$ cat config.mk
export PLATFORM = sky130hd
export DESIGN_NAME = wb_commit
export DESIGN_NICKNAME = d
export VERILOG_FILES = /design/src/rtl/wb_pkg.sv /design/src/rtl/wb_fifo.sv /design/src/rtl/wb_commit.sv
export SDC_FILE = /design/constraint.sdc
export NUM_CORES = 1
export LEC_CHECK = 0
export BUFFER_PORTS_ARGS = -buffer_cell sky130_fd_sc_hd__buf_2
export CORE_UTILIZATION = 25
export CTS_CLUSTER_SIZE = 40
export DETAILED_ROUTE_END_ITERATION = 12
export SYNTH_ARGS = -nofsm -noshare
export SYNTH_HDL_FRONTEND = slang
export SYNTH_SLANG_ARGS = --single-unit
$ cat constraint.sdc
create_clock -name clk -period 5 [get_ports clk]
set_input_delay 1.5 -clock clk [delete_from_list [all_inputs] [get_ports clk]]
set_output_delay 1.5 -clock clk [all_outputs]
set_load 0.005 [all_outputs]
$ cat src/rtl/wb_pkg.sv
// wb_pkg: shared state encoding and default widths for the write-back commit buffer
package wb_pkg;

    typedef enum logic [1:0] {IDLE, REQ, REL} wb_state_t;

    localparam int DEF_DATA_W = 16;
    localparam int DEF_ADDR_W = 4;

endpackage

$ cat src/rtl/wb_fifo.sv
// wb_fifo: circular write buffer with occupancy count and youngest-match forwarding search
module wb_fifo
    import wb_pkg::*;
#(
    parameter int DATA_W = DEF_DATA_W,
    parameter int ADDR_W = DEF_ADDR_W,
    parameter int DEPTH  = 2
) (
    input  logic                       clk,
    input  logic                       rst,
    input  logic                       push,
    input  logic [ADDR_W-1:0]          push_addr,
    input  logic [DATA_W-1:0]          push_data,
    input  logic                       pop,
    input  logic [ADDR_W-1:0]          fwd_addr,
    output logic [ADDR_W-1:0]          head_addr,
    output logic [DATA_W-1:0]          head_data,
    output logic [$clog2(DEPTH+1)-1:0] count,
    output logic                       full,
    output logic                       fwd_hit,
    output logic [DATA_W-1:0]          fwd_data
);

    localparam int PTR_W = $clog2(DEPTH);
    localparam int CNT_W = $clog2(DEPTH + 1);

    logic [ADDR_W-1:0] addr_mem [DEPTH];
    logic [DATA_W-1:0] data_mem [DEPTH];
    logic [PTR_W-1:0]  rd_ptr;
    logic [PTR_W-1:0]  wr_ptr;

    // pointers wrap on their own because DEPTH is a power of two
    always_ff @(posedge clk) begin
        if (rst) begin
            rd_ptr <= '0;
            wr_ptr <= '0;
            count  <= '0;
        end else begin
            if (push) wr_ptr <= wr_ptr + PTR_W'(1);
            if (pop) rd_ptr <= rd_ptr + PTR_W'(1);
            count <= count + CNT_W'(push) - CNT_W'(pop);
        end
    end

    // storage is unreset: an entry is only visible while it is counted
    always_ff @(posedge clk) begin
        if (push) begin
            addr_mem[wr_ptr] <= push_addr;
            data_mem[wr_ptr] <= push_data;
        end
    end

    assign full      = count == CNT_W'(DEPTH);
    assign head_addr = (count != '0) ? addr_mem[rd_ptr] : '0;
    assign head_data = (count != '0) ? data_mem[rd_ptr] : '0;

    // walk oldest to youngest so the last match kept is the youngest
    always_comb begin
        fwd_hit  = 1'b0;
        fwd_data = '0;
        for (int i = 0; i < DEPTH; i++) begin
            if (CNT_W'(i) < count && addr_mem[rd_ptr + PTR_W'(i)] == fwd_addr) begin
                fwd_hit  = 1'b1;
                fwd_data = data_mem[rd_ptr + PTR_W'(i)];
            end
        end
    end

endmodule

$ cat src/rtl/wb_commit.sv
// wb_commit: buffers ALU results and commits them to the register file over a 4-phase handshake
module wb_commit
    import wb_pkg::*;
#(
    parameter int DATA_W  = DEF_DATA_W,
    parameter int ADDR_W  = DEF_ADDR_W,
    parameter int DEPTH   = 2,
    parameter int TIMEOUT = 255
) (
    input  logic                       clk,
    input  logic                       rst,
    input  logic                       in_valid,
    output logic                       in_ready,
    input  logic [DATA_W-1:0]          in_result,
    input  logic [ADDR_W-1:0]          in_rd,
    input  logic                       in_we,
    output logic                       rf_req,
    input  logic                       rf_ack,
    output logic                       rf_we,
    output logic [ADDR_W-1:0]          rf_addr,
    output logic [DATA_W-1:0]          rf_data,
    input  logic [ADDR_W-1:0]          fwd_addr,
    output logic                       fwd_hit,
    output logic [DATA_W-1:0]          fwd_data,
    output logic [$clog2(DEPTH+1)-1:0] pending,
    output logic                       err_timeout
);

    localparam int TW = $clog2(TIMEOUT + 1);

    wb_state_t     state;
    wb_state_t     state_nxt;
    logic [TW-1:0] wait_cnt;
    logic [TW-1:0] wait_nxt;
    logic          err_nxt;
    logic          full;
    logic          push;
    logic          pop;
    logic          timed_out;

    assign in_ready  = !full;
    assign push      = in_valid && in_ready && in_we;
    assign rf_req    = state == REQ;
    assign rf_we     = rf_req;
    assign timed_out = !rf_ack && wait_cnt == TW'(TIMEOUT - 1);

    wb_fifo #(
        .DATA_W(DATA_W),
        .ADDR_W(ADDR_W),
        .DEPTH (DEPTH)
    ) u_fifo (
        .clk      (clk),
        .rst      (rst),
        .push     (push),
        .push_addr(in_rd),
        .push_data(in_result),
        .pop      (pop),
        .fwd_addr (fwd_addr),
        .head_addr(rf_addr),
        .head_data(rf_data),
        .count    (pending),
        .full     (full),
        .fwd_hit  (fwd_hit),
        .fwd_data (fwd_data)
    );

    // handshake state, ack wait counter and sticky timeout flag
    always_ff @(posedge clk) begin
        if (rst) begin
            state       <= IDLE;
            wait_cnt    <= '0;
            err_timeout <= 1'b0;
        end else begin
            state       <= state_nxt;
            wait_cnt    <= wait_nxt;
            err_timeout <= err_nxt;
        end
    end

    // four-phase sequencing; the head is popped only once the file releases ack
    always_comb begin
        state_nxt = state;
        wait_nxt  = wait_cnt;
        err_nxt   = err_timeout;
        pop       = 1'b0;
        case (state)
            IDLE: begin
                wait_nxt = '0;
                if (pending != '0) state_nxt = REQ;
            end
            REQ: begin
                wait_nxt = rf_ack ? wait_cnt : wait_cnt + TW'(1);
                err_nxt  = err_timeout || timed_out;
                if (rf_ack || timed_out) state_nxt = REL;
            end
            REL: begin
                pop = !rf_ack;
                if (!rf_ack) state_nxt = IDLE;
            end
            default: state_nxt = IDLE;
        endcase
    end

endmodule

# After elaboration in Yosys (flattened, before gate mapping)
# Memories as Yosys holds them, arrays and structs flattened. A register that Yosys moved wholly into a read port is not among the register bits.
# Cells that the tools add are included.
op_classes:
  n_mux: 19
  add_sub_neg: 5
  n_reduce_logical: 14
  n_lt_le_gt_ge: 2
  n_eq_ne: 10
op_table:
  columns: ["op", "n"]
  rows:
  - ["16-bit two-way mux", 3]
  - ["8-bit one-hot mux with 2 select lines", 1]
  - ["1-bit two-way mux", 9]
  - ["8-bit by 1-bit adder with 8-bit output (second input constant)", 1]
  - ["4-bit equality test", 2]
  - ["8-bit equality test (second input constant)", 1]
  - ["8-bit two-way mux", 1]
  - ["2-bit two-way mux", 3]
  - ["2-bit inequality test (second input constant)", 3]
  - ["2-bit one-hot mux with 3 select lines", 1]
  - ["1-bit logical AND", 5]
  - ["2-bit equality test (second input constant)", 2]
  - ["1-bit by 2-bit less-than comparator with 1-bit output (first input constant)", 2]
  - ["4-bit two-way mux", 1]
  - ["2-bit nonzero test", 2]
  - ["3-bit AND reduction", 1]
  - ["1-bit adder (second input constant)", 2]
  - ["2-bit by 1-bit adder with 2-bit output", 1]
  - ["2-bit by 1-bit equality test with 1-bit output (second input constant)", 1]
  - ["1-bit zero test", 2]
  - ["2-bit zero test", 1]
  - ["1-bit logical OR", 2]
  - ["2-bit by 1-bit inequality test with 1-bit output (second input constant)", 1]
  - ["2-bit AND reduction", 1]
  - ["2-bit by 1-bit subtractor with 2-bit output", 1]
totals:
  input_bits: 29
  elab_cells: 58
  output_inout_bits: 43
  n_memories: 2
  ram_bits: 40
  ff_bits: 15
mem_list:
  columns: ["memory", "depth", "width", "rd", "rd_clocked_by_memory_dff", "wr", "line", "text"]
  rows:
  - ["u_fifo.data_mem", 2, 16, 2, 1, 1, "wb_fifo.sv:28", "logic [DATA_W-1:0] data_mem [DEPTH];"]
  - ["u_fifo.addr_mem", 2, 4, 2, 1, 1, "wb_fifo.sv:27", "logic [ADDR_W-1:0] addr_mem [DEPTH];"]

# Logic depth before layout (Yosys ltp)
# Gate-level depths: netlist (run 1).
depth:
  ltp_word: 6
  depth_mapped: 8
  depth_no_buf: 7

# Hierarchy
# Synthesis (run 1) repeated with hierarchy kept, for this count alone.
hier_totals:
  hier_cells: 310
  area_unflattened_um2: 3200.6
modules_own_cells:
  columns: ["mod", "n_inst", "area_per_inst_um2", "cells_each", "seq_area_each_um2"]
  rows:
  - ["wb_fifo", 1, 2608.8, 237, 1301.2]
  - ["wb_commit", 1, 591.8, 73, 220.2]

# Least setup slack after synthesis (run 1)
# Ideal clock, no wire load.
synth_timing:
  path_type: "in2out"
  startpoint: "input port fwd_addr[3]"
  endpoint: "output port fwd_data[12]"
  t_arrival_ns: 2.416
  slack_ns: 1.084
  cell_stages: 7
  n_path_buf: 2
  required_ns: 3.500
  cell_sequence: "nand2b_1 mux2i_1 nand4_2 buf_4 buf_4 nand2_1 o22ai_2"
synth_between:
  elab_chain_len: 4
  word_cells_on_any_way: 6
  cone_classes: "eq/ne: 2; mux: 2; reduce/logical: 2"
synth_rtl:
  columns: ["element", "line", "text"]
  rows:
  - ["start: declaration", "wb_commit.sv:22", "input logic [ADDR_W-1:0] fwd_addr,"]
  - ["4-bit equality test", "wb_fifo.sv:62", "if (CNT_W'(i) < count && addr_mem[rd_ptr + PTR_W'(i)] == fwd_addr) begin"]
  - ["1-bit logical AND", "wb_fifo.sv:62", null]
  - ["16-bit two-way mux", "wb_fifo.sv:62", null]
  - ["16-bit two-way mux (*)", "wb_fifo.sv:62", null]
  - ["end: declaration", "wb_commit.sv:24", "output logic [DATA_W-1:0] fwd_data,"]
# Mark *: on every way between the ends. The rest lies on a longest branch, timed or not.

# Worst setup path after layout (run 1)
layout_timing:
  startpoint: "input port fwd_addr[3]"
  endpoint: "output port fwd_data[15]"
# The elaborated chain is that of the path after synthesis.

==> flow_summary.json, run 1 <==
{
  "status": "finished clean",
  "setup_ws_ps": 673,
  "worstHoldStart": "wait_cnt[4]$_SDFFE_PP0P_",
  "syn_area_sq_um": 2870,
  "ir_worst_vdd_v": 0.000137,
  "dp_hpwl_mm": 4.34,
  "grt_overflow": 0,
  "port_buffers": 71,
  "rr_worst_depth": 4,
  "synth_area_per_cell_sq_um": 11.9,
  "syn_to_final_growth_pct": 22.1,
  "rsz0062_at_grt": "no",
  "p_per_area_nw_per_um2": 286,
  "hold_buffers": 0,
  "coreArea_sq_um": 11000,
  "grt.total_usage_pct": 10.5,
  "ys.warnings.count": 0,
  "fin_util_pct": 31.8,
  "layout.nets": 345,
  "vias_per_cell": 4.49,
  "criticalPathCategory": "input port to output pin",
  "wl_per_cell_um": 13.7,
  "total_power_mw": 1.00,
  "num_vias": 2035,
  "io_pins": 72,
  "hold_depth": 1,
  "cp-start-kind": "input port",
  "die_w_um": 109,
  "setup_tns_ps": 0,
  "totalWireLength_mm": 6.18,
  "hold_viol_final": 0,
  "syn_nets": 274,
  "worst-path-max-fanout": 17,
  "ys_ff_latch": 56,
  "worst_pin_slew_ps": 1050,
  "firstDrtPassIters": 4,
  "cts_buffer_depth": 2,
  "antenna_found_initial": 0,
  "cts.reportedPaths.clkPinSlew_ps": 70,
  "slew_headroom_pct": 30.0,
  "fillCellCount": 1141,
  "fin_crit_ps": 4330,
  "holdPathEnd": "wait_cnt[4]$_SDFFE_PP0P_",
  "ant_nets": 0,
  "htreeDepth": 2,
  "cts_tree": "done",
  "grt_start_max_net_pins": 34,
  "die_height_um": 109,
  "crit_arrival_ps": 2830,
  "drive_above_1_share_pct": 33.9,
  "ys_seq_area_share_pct": 52.9,
  "cts_setup_buffers": 0,
  "cts_root_buf": "clkbuf_16",
  "grt_pass1_wl_mm": 9.43,
  "drc_errors": 0,
  "gp_congestion": 0.746,
  "drtIter0Drc": 77,
  "worst_setup_path_end_kind": "output pin",
  "dpl.cell_count": 445,
  "fin_skew_ps": 5.73,
  "maxCapViolations": 0,
  "cts_inserted_buffers": 5,
  "max_freq_mhz": 231,
  "p_leak_nw": 1.36,
  "fin_cells": 453,
  "rows": 38,
  "synthCells": 241,
  "reg2reg_to": "u_fifo.data_mem[1][8]$_DFFE_PP_",
  "ctsResizeCount": 0,
  "final.period_utilization_pct": 86.5,
  "min_path_type": "register to register",
  "clock-sinks": 56,
  "cp.required_ps": 3500,
  "r2r_setup_slack_ps": 2990,
  "slew_viol_final": 0,
  "grt_pass1_vias": 1972,
  "setup_violations": 0,
  "die-area_sq_um": 11900,
  "place_ws_ps": 646,
  "r2r_start": "u_fifo.count[0]$_SDFF_PP0_",
  "insertion_delay_ps": 280,
  "antenna_cells": 0,
  "ys_types": 36,
  "initial_core_util_pct": 26.1
}
-- cells in the mapped netlist, drive strengths merged --
cell | instances | area, sq um
a211oi | 2 | 15.0
a21oi | 7 | 35.0
a22oi | 1 | 7.51
a41oi | 1 | 8.76
and2 | 1 | 6.26
and3 | 5 | 31.3
buf | 9 | 73.8
clkbuf | 4 | 15.0
dfxtp | 16 | 320
edfxtp | 40 | 1200
ha | 4 | 50.1
inv | 4 | 15.0
mux2 | 7 | 78.8
mux2i | 37 | 374
nand2 | 11 | 41.3
nand2b | 11 | 68.8
nand3 | 2 | 15.0
nand3b | 2 | 15.0
nand4 | 2 | 18.8
nor2 | 28 | 105
nor2b | 8 | 50.1
nor3 | 3 | 20.0
nor3b | 2 | 15.0
o21a | 1 | 7.51
o21ai | 4 | 20.0
o22ai | 17 | 163
or2b | 2 | 15.0
xnor2 | 4 | 35.0
xor2 | 6 | 52.6
-- worst max-delay path: stages --
cell,delay (ps)
buf_2,110
o22ai_1,100
nor3_2,210
nand3_2,430
o22ai_1,320
buf_2,150
-- cell type report --
type	instances	area, sq um	area share, %
inverter	4	15.0	0.428
clock inverter	3	17.5	0.499
clock buffer	5	125	3.57
timing repair buffer	77	400	11.4
tap	140	175	4.99
multi-input combinational	168	1250	35.7
sequential	56	1520	43.4
-- per-stage QoR --
stage                     instance area (sq um)  hold WS [ps]
after floorplan                            2870           424
after global placement                     3370           455
after detailed placement                   3370           459
after CTS                                  3510           477
after global routing                       3510           516
final                                      3510           479
-- metal layers --
metal | share of wire, % | global-route usage (%) | up-vias
met2 | 49 | 18.6 | 45
met4 | 0.76 | 3.14 | 0
met1 | 47 | 12.9 | 975
li1 | - | - | 1013
met5 | 0 | 0 | -
met3 | 3.6 | 1.91 | 2
-- registers in the layout, indices dropped and copies added (netlist names), named ones only --
name / count
u_fifo.rd_ptr: 1
u_fifo.data_mem: 32
state: 2
err_timeout: 1
wait_cnt: 8
u_fifo.wr_ptr: 1
u_fifo.count: 2
u_fifo.addr_mem: 8
-- power breakdown --
group	leakage (nW)	internal, mW	switching [mW]
combinational	0.793	0.0612	0.0740
sequential	0.497	0.517	0.0136
clock	0.0716	0.185	0.153
total	1.36	0.763	0.241
-- how the worst max path moves through the flow --
stage                      from      endpoint  slack, ps  cells past startpoint
floorplan           fwd_addr[3]  fwd_data[12]       1080                      7
global placement    fwd_addr[3]   fwd_data[1]        700                      8
detailed placement  fwd_addr[3]  fwd_data[15]        650                      6
CTS                 fwd_addr[3]  fwd_data[15]        640                      6
global route        fwd_addr[3]  fwd_data[15]        550                      6
finish              fwd_addr[3]  fwd_data[15]        670                      6
-- logic make-up (layout without fill, tap and decap cells) --
kind of cell	Yosys count	after routing	synth area share, %
AND/OR/NAND/NOR	77	77	14.0
adder cells (fa/ha/maj)	4	4	1.74
AO/OA/AOI/OAI	33	33	8.92
XOR/XNOR	10	10	3.05
multiplexers	44	44	15.8
buffers and inverters	17	89	3.61
flip-flops	56	56	52.9
-- cells in the final DEF (no fill, tap or decap), drive strengths merged, types with 2 or more instances in the layout --
cell type / instances
a211oi: 2
a21oi: 7
and3: 5
buf: 77
clkbuf: 5
clkinv: 2
dfxtp: 16
edfxtp: 40
ha: 4
inv: 5
mux2: 7
mux2i: 37
nand2: 11
nand2b: 11
nand3: 2
nand3b: 2
nand4: 2
nor2: 28
nor2b: 8
nor3: 3
nor3b: 2
o21ai: 4
o22ai: 17
or2b: 2
xnor2: 4
xor2: 6
(Power assumes the default switching activity.)
==> inputs of run 2 (changes only) <==
- ABC_AREA: default -> 1
==> flow_summary.json, run 2 <==
{
  "ctsResizeCount": 0,
  "layout_commonest_cell": "nand2_1",
  "grt.total_usage_pct": 12.9,
  "worst_setup_path_end_kind": "output pin",
  "drive_above_1_share_pct": 25.0,
  "num_vias": 2766,
  "dp_hpwl_mm": 5.81,
  "syn_to_final_growth_pct": 20.4,
  "coreArea_sq_um": 12300,
  "grt_start_max_net_pins": 43,
  "hold_depth": 2,
  "synth_largest_area_cell": "edfxtp_1",
  "slew_viol_final": 0,
  "fillCellCount": 1275,
  "use_met2_pct": 21.8,
  "total_power_mw": 1.11,
  "cts_inserted_buffers": 5,
  "layout.nets": 488,
  "yosys_most_used_dff": "edfxtp_1",
  "rows": 40,
  "status": "finished clean",
  "synthCells": 388,
  "slew_headroom_pct": 48.0,
  "initial_core_util_pct": 26.1,
  "port_buffers": 71,
  "drc_errors": 0,
  "place_ws_ps": 670,
  "cts_buffer_depth": 2,
  "asyncSetResetFlopFracSynth_pct": 0,
  "use_met1_pct": 16.3,
  "final_cell_mix": "nand2_1 (87), buf_2 (71), inv_1 (58)",
  "gp_congestion": 0.796,
  "drtIter0Drc": 164,
  "setup_ws_ps": 690,
  "synth_edf_count": 40,
  "cts_setup_buffers": 0,
  "syn_nets": 421,
  "grt_overflow": 0,
  "fin_skew_ps": 9.81,
  "setup_violations": 0,
  "worst-path-max-fanout": 17,
  "hold_buffers": 0,
  "cts_tree": "done",
  "fin_crit_ps": 4310,
  "grt_use_met3_pct": 1.90,
  "ys_top_cells_by_area": "edfxtp_1 (38%), nand2_1 (10%), dfxtp_1 (10%)",
  "max_freq_mhz": 232,
  "largest_reg_flops": 32,
  "maxCapViolations": 0,
  "grt_pass1_vias": 2703,
  "cp-start-kind": "input port",
  "p_leak_nw": 1.75,
  "p_per_area_nw_per_um2": 289,
  "ant_nets": 0,
  "min_path_type": "register to register",
  "crit_arrival_ps": 2810,
  "die-area_sq_um": 13300,
  "yosys.cell_count.top_type": "nand2_1",
  "synthTopCellsByCount": "nand2_1 (87), inv_1 (58), edfxtp_1 (40), o21ai_0 (37), nor2_1 (35)",
  "setup_tns_ps": 0,
  "cts_root_buf": "clkbuf_16",
  "synth_area_per_cell_sq_um": 8.25,
  "hold_viol_final": 0,
  "firstDrtPassIters": 4,
  "criticalPathCategory": "input port to output pin",
  "cts.reportedPaths.clkPinSlew_ps": 60,
  "antenna_found_initial": 1,
  "rsz0062_at_grt": "no",
  "grt_pass1_wl_mm": 13.1,
  "syn_area_sq_um": 3200,
  "vias_per_cell": 4.43,
  "insertion_delay_ps": 300,
  "final.period_utilization_pct": 86.2,
  "reg_top3": "u_fifo.data_mem x32, u_fifo.addr_mem x8, wait_cnt x8",
  "synth_top_area_share_pct": 37.5,
  "rr_worst_depth": 8,
  "wl_per_cell_um": 12.8,
  "ir_worst_vdd_v": 0.000115,
  "die_height_um": 115,
  "ys_seq_area_share_pct": 47.5,
  "regMostFlops": "u_fifo.data_mem",
  "busiest_layer": "met2",
  "htreeDepth": 2,
  "ys.warnings.count": 0,
  "ys_types": 36,
  "totalWireLength_mm": 8.02,
  "clock-sinks": 56,
  "ys_ff_latch": 56,
  "cp.required_ps": 3500,
  "worst_pin_slew_ps": 780,
  "io_pins": 72,
  "die_w_um": 115
}
run 2: layer usage:
layer | up-vias | part of all wire (%)
li1 | 1415 | -
met5 | - | 0
met2 | 54 | 48
met1 | 1287 | 47
met4 | 0 | 1.7
met3 | 10 | 3.1
run 2: layout make-up:
| cell class | count | area [sq um] | area share (%) |
|---|---|---|---|
| Clock buffer | 7 | 133 | 3.44 |
| Clock inverter | 1 | 8.76 | 0.227 |
| Sequential cell | 56 | 1520 | 39.5 |
| Timing Repair Buffer | 77 | 400 | 10.4 |
| Inverter | 62 | 235 | 6.10 |
| Tap cell | 168 | 210 | 5.45 |
| Antenna cell | 1 | 2.50 | 0.0649 |
| Multi-Input combinational cell | 253 | 1350 | 34.9 |
run 2: cells by family (layout without fill, tap and decap cells):
kind of cell / count (synthesis) / in the layout / synth area share, %
compound gates: 57 / 57 / 9.89
fa+ha+maj: 4 / 4 / 1.56
buf+inv: 79 / 147 / 10.6
other cells: 0 / 1 / 0
simple gates: 190 / 190 / 29.9
flops: 56 / 56 / 47.5
xor+xnor: 2 / 2 / 0.547
run 2: through the flow:
| step | instances | util, % | instance area (sq um) | hold slack [ps] |
|---|---|---|---|---|
| 6_report | 625 | 31.4 | 3860 | 473 |
| 5_1_grt | 625 | 31.4 | 3860 | 514 |
| 4_1_cts | 624 | 31.4 | 3850 | 482 |
| 3_5_place_dp | 616 | 30.3 | 3710 | 464 |
| 3_3_place_gp | 616 | 30.3 | 3710 | 453 |
| 2_1_floorplan | 388 | - | 3200 | 456 |
run 2: path summary, 6_finish.rpt:
| kind | start | end | slack, ps |
|---|---|---|---|
| hold reg to reg | err_timeout$_SDFFE_PP0P_ | err_timeout$_SDFFE_PP0P_ | 470 |
| setup reg to reg | state[1]$_SDFFE_PP0P_ | u_fifo.count[1]$_SDFF_PP0_ | 3300 |
| setup / recovery | fwd_addr[1] | fwd_data[14] | 690 |
| hold / removal | err_timeout$_SDFFE_PP0P_ | err_timeout$_SDFFE_PP0P_ | 470 |
run 2: worst max-delay path: stages:
cell	delay, ps
buf_2	90
inv_1	60
nand2_1	60
nand2_1	110
nor2_8	270
nand3_4	330
nand3_2	160
nand2_1	80
buf_2	130
run 2: power by group:
part	switching [mW]	internal, mW
Combinational	0.154	0.0778
Sequential	0.0140	0.520
Clock	0.159	0.188
Total	0.327	0.785
